File: src/rtl/mod_seq.sv
// Sequential restoring divider: R = Y mod X (and Q = Y / X), one quotient bit per clock.
// Define MOD_SEQ_QUOTIENT_EN to build the quotient register; otherwise Q is tied to 0.
module mod_seq #(
    parameter int unsigned WIDTH = 9
) (
    input  logic             clk,
    input  logic             reset,
    input  logic             go,
    input  logic [WIDTH-1:0] X,
    input  logic [WIDTH-1:0] Y,
    output logic [WIDTH-1:0] R,
    output logic [WIDTH-1:0] Q,
    output logic             busy,
    output logic             done,
    output logic             err
);

    localparam int unsigned CNTW = $clog2(WIDTH);

    typedef enum logic [1:0] {StIdle, StIter, StDone} state_e;

    state_e           state_q, state_d;
    logic [WIDTH-1:0] xr_q, xr_d;
    logic [WIDTH-1:0] yr_q, yr_d;
    logic [WIDTH-1:0] rem_q, rem_d;
    logic [CNTW-1:0]  cnt_q, cnt_d;
    logic [WIDTH-1:0] r_q, r_d;
    logic             err_q, err_d;

    // Trial value carries one extra bit so a partial remainder >= 2^(WIDTH-1) is not lost.
    logic [WIDTH:0]   trial;
    logic             ge;
    logic [WIDTH-1:0] step_rem;

    always_comb begin
        trial    = {rem_q, yr_q[WIDTH-1]};
        ge       = (trial >= {1'b0, xr_q});
        // Difference is below xr, so the low WIDTH bits are exact.
        step_rem = ge ? (trial[WIDTH-1:0] - xr_q) : trial[WIDTH-1:0];
    end

    always_comb begin
        state_d = state_q;
        xr_d    = xr_q;
        yr_d    = yr_q;
        rem_d   = rem_q;
        cnt_d   = cnt_q;
        r_d     = r_q;
        err_d   = err_q;
        case (state_q)
            StIdle: begin
                if (go) begin
                    xr_d  = X;
                    yr_d  = Y;
                    rem_d = '0;
                    cnt_d = CNTW'(WIDTH - 1);
                    if (X == '0) begin
                        rem_d   = Y;
                        r_d     = Y;
                        err_d   = 1'b1;
                        state_d = StDone;
                    end else begin
                        state_d = StIter;
                    end
                end
            end
            StIter: begin
                if (!go) begin
                    rem_d   = '0;
                    state_d = StIdle;
                end else begin
                    rem_d = step_rem;
                    yr_d  = yr_q << 1;
                    cnt_d = cnt_q - 1'b1;
                    if (cnt_q == '0) begin
                        r_d     = step_rem;
                        state_d = StDone;
                    end
                end
            end
            StDone: begin
                if (!go) begin
                    r_d     = '0;
                    err_d   = 1'b0;
                    state_d = StIdle;
                end
            end
            default: state_d = StIdle;
        endcase
    end

    always_ff @(posedge clk or posedge reset) begin
        if (reset) begin
            state_q <= StIdle;
            xr_q    <= '0;
            yr_q    <= '0;
            rem_q   <= '0;
            cnt_q   <= '0;
            r_q     <= '0;
            err_q   <= 1'b0;
        end else begin
            state_q <= state_d;
            xr_q    <= xr_d;
            yr_q    <= yr_d;
            rem_q   <= rem_d;
            cnt_q   <= cnt_d;
            r_q     <= r_d;
            err_q   <= err_d;
        end
    end

`ifdef MOD_SEQ_QUOTIENT_EN
    logic [WIDTH-1:0] quo_q, quo_d;
    logic [WIDTH-1:0] qo_q, qo_d;

    always_comb begin
        quo_d = quo_q;
        qo_d  = qo_q;
        case (state_q)
            StIdle: begin
                if (go) begin
                    quo_d = (X == '0) ? '1 : '0;
                    if (X == '0) qo_d = '1;
                end
            end
            StIter: begin
                if (!go) begin
                    quo_d = '0;
                end else begin
                    quo_d = {quo_q[WIDTH-2:0], ge};
                    if (cnt_q == '0) qo_d = {quo_q[WIDTH-2:0], ge};
                end
            end
            StDone: begin
                if (!go) qo_d = '0;
            end
            default: ;
        endcase
    end

    always_ff @(posedge clk or posedge reset) begin
        if (reset) begin
            quo_q <= '0;
            qo_q  <= '0;
        end else begin
            quo_q <= quo_d;
            qo_q  <= qo_d;
        end
    end

    assign Q = qo_q;
`else
    assign Q = '0;
`endif

    assign R    = r_q;
    assign err  = err_q;
    assign busy = (state_q == StIter);
    assign done = (state_q == StDone);

endmodule

File: config.mk
export PLATFORM = sky130hd
export DESIGN_NAME = mod_seq
export DESIGN_NICKNAME = d
export VERILOG_FILES = /design/src/rtl/mod_seq.sv
export SDC_FILE = /design/constraint.sdc
export NUM_CORES = 1
export LEC_CHECK = 0
export ABC_AREA = 1
export ABC_CLOCK_PERIOD_IN_PS = 2400
export CORE_ASPECT_RATIO = 2
export CORE_MARGIN = 2
export CORE_UTILIZATION = 30
export CTS_CLUSTER_DIAMETER = 100
export CTS_CLUSTER_SIZE = 30
export DETAILED_ROUTE_END_ITERATION = 16
export PLACE_DENSITY = 0.51
export SYNTH_ARGS = -nofsm -noshare
export SYNTH_HDL_FRONTEND = slang
export SYNTH_SLANG_ARGS = --single-unit
export TNS_END_PERCENT = 10
File: constraint.sdc
create_clock -name clk -period 2.4 [get_ports clk]
set_input_delay 0.36 -clock clk [delete_from_list [all_inputs] [get_ports clk]]
set_output_delay 0.36 -clock clk [all_outputs]
set_load 0.01 [all_outputs]
==> results by group <==
Synthesis
  – Post-synth top flop: dfrtp_1
  – Synth cell types: 35
  – FFs w/ async S/R, synth: 100%
  – Post-synth EDFFs: 0
  – YS warnings: 0
  – Seq cells post-synth: 43
  – Post-synthesis area per instance: 7.55 um^2
  – Sequential area share after synthesis: 36.5%
  – Cells after Synth: 391
  – Netlist Area Pre-Place: 2950 um^2

CTS
  – H-tree depth: 2
  – CTS Hold Buffers Added: 0
  – Clock tree buffer depth: 2
  – Root Driver: clkbuf_16
  – Clk sinks: 43
  – CTS tree: yes
  – Post-CTS Resized: 0
  – Clock Pin Slew Worst Setup and Hold Paths: 0.07 ns
  – Number of setup buffers added after CTS: 0
  – CTS buffer count: 5
  – Clock Latency Late Sink: 0.30 ns

Timing
  – RSZ-0062 raised after global routing: no
  – Worst-Margin Slew: 0.585 ns
  – Max_slew headroom: 61.0%
  – Tmin final: 2.15 ns
  – Layout Skew: 0.00648 ns
  – Min Hold Slack: 0.487 ns
  – Max Clk Rate: 466 MHz
  – Slew Limit Fails: 0
  – # setup viols final: 0
  – Fin Setup TNS: 0 ns
  – Fin. Hold Viols: 0
  – Post-route clock period utilization: 89.4%

Worst setup path
  – Critical path peak fanout: 7
  – Flop2flop setup slack: 0.34 ns
  – Crit Path Category: reg2out
  – WP data required: 2.04 ns
  – Crit. End Element: output port
  – Crit Reg-Reg Startpoint: yr_q[8]$_DFFE_PP0P_
  – Worst-case reg-to-reg path depth: 11
  – Data arrival, critical path: 1.79 ns
  – Worst Setup Start Kind: flip-flop
  – Reg2reg end: R[5]$_DFFE_PP0P_

Floorplan
  – Std cell rows: 51
  – Core area: 9640 um^2
  – Starting density of the core: 30.6%
  – Die area: 10700 um^2
  – # IOs: 42
  – Die Wd: 74.1 um
  – Die Y: 144 um

Layout
  – Layout cells sized above 1: 9.37%
  – Commonest non-fill, non-tap cell in the layout: nand2_1
  – Area growth, synth to finish: 21.4%
  – Highest-count cells in the layout ignoring fill and taps: nand2_1, inv_1, dfrtp_1, a21oi_1, clkdlybuf4s50_1
  – Number of antenna diodes: 0
  – # nets final: 463
  – Layout Cells excl Fill: 559

Min path
  – Worst hold path startpoint: xr_q[5]$_DFFE_PP0P_
  – Hold Crit Depth: 2
  – Hold WC Path Type: reg2reg
  – WHS Endpoint: xr_q[5]$_DFFE_PP0P_

Global route
  – Largest net degree at the start of global routing: 44
  – First-pass GRT wire length: 13000 um
  – GRT Total Usage: 16.6%
  – Vias in the first global route: 2580
  – Grt ovf: 0
  – Initial antenna violation count: 0

Drt
  – Drt drc: 0
  – Initial drt markers: 93
  – Post-route ant nets: 0
  – Avg Vias per Cell: 4.70
  – Drt pass-1 iters: 4
  – DR WL/cell: 14.4 um
  – Via count: 2630
  – Drt total wl: 8040 um

Placed design
  – DP HPWL: 6380 um
  – GPL Wtd Cong: 0.834
  – Port Buf Inserts: 32
  – Placed cells: 551

Job
  – Max_cap viols: 0

Power
  – Max rail drop VDD: 0.683 mV
  – PwrDens: 1610 nW/um^2
  – Leak Pwr: 0.00173 uW

Run status
  – Status: completed
==> metal layers <==
metal	global-route usage [%]	share of wire [%]
met1	17.6	37
met2	30.0	55
met3	1.39	2.4
met4	10.7	5.0
met5	0	0
==> through the flow <==
stage | cell area, um^2 | setup slack [ns] | util [%] | total power, uW
2_1_floorplan | 2980 | 0.591 | - | 3940
3_3_place_gp | 3390 | 0.299 | 35.2 | 4880
3_5_place_dp | 3390 | 0.283 | 35.2 | 4900
4_1_cts | 3580 | 0.232 | 37.2 | 5850
5_1_grt | 3580 | 0.159 | 37.2 | 6370
6_report | 3580 | 0.254 | 37.2 | 5780
==> power breakdown <==
| group | total (uW) | internal, uW | switching, uW | leakage, uW |
|---|---|---|---|---|
| registers | 1290 | 1080 | 212 | 0.000524 |
| logic | 3580 | 1330 | 2250 | 0.00112 |
| clock network | 908 | 597 | 311 | 0.0000900 |
| total | 5780 | 3010 | 2780 | 0.00173 |
==> cells by family after synthesis <==
family / share of synthesized area, %
other: 0.127
AO/OA/AOI/OAI: 17.0
buffers and inverters: 12.9
AND/OR/NAND/NOR: 25.3
adder cells (fa/ha/maj): 7.04
flip-flops: 36.5
XOR/XNOR: 1.19
==> Yosys cell counts (all sizes together), types with 2 or more instances <==
library cell | instances | share of area (%)
a21boi | 2 | 0.51
a21oi | 41 | 7.6
buf | 15 | 3.6
clkbuf | 2 | 0.25
clkinv | 3 | 0.38
dfrtp | 43 | 36
ha | 15 | 6.4
inv | 68 | 8.7
nand2 | 88 | 13
nand3 | 40 | 8.3
nand4 | 3 | 1.1
nor2 | 19 | 2.5
nor3 | 2 | 0.34
o21ai | 32 | 6.1
o31ai | 8 | 2.0
xnor2 | 4 | 1.2
==> critical path: stages, from the launching register on <==
cell             delay [ns]
dfrtp_1                0.40
inv_1                  0.10
ha_1                   0.37
clkdlybuf4s50_1        0.62
==> final cells by class <==
class	instances	area [um^2]
multi-input cells	268	1520
inverters	71	267
clock buffers	5	125
flip-flops and latches	43	1080
well taps	132	165
fillers	1030	6050
repair buffers	37	358
clock inverters	3	67.6
==> flip-flops by register name, indices dropped and copies added (netlist names) <==
name and flops:
state_q 2, rem_q 9, err 1, R 9
cnt_q 4, xr_q 9, yr_q 9
==> worst max path at each step <==
stage	from	cells after the start	to
6_report	state_q[1]$_DFFE_PP0P_	3	busy
4_1_cts	state_q[1]$_DFFE_PP0P_	3	busy
5_1_grt	state_q[1]$_DFFE_PP0P_	3	busy
3_5_place_dp	X[8]	7	R[7]$_DFFE_PP0P_
2_1_floorplan	yr_q[8]$_DFFE_PP0P_	11	rem_q[6]$_DFFE_PP0P_
3_3_place_gp	X[8]	7	R[5]$_DFFE_PP0P_
Note: power is estimated with default switching activity, not from simulation.
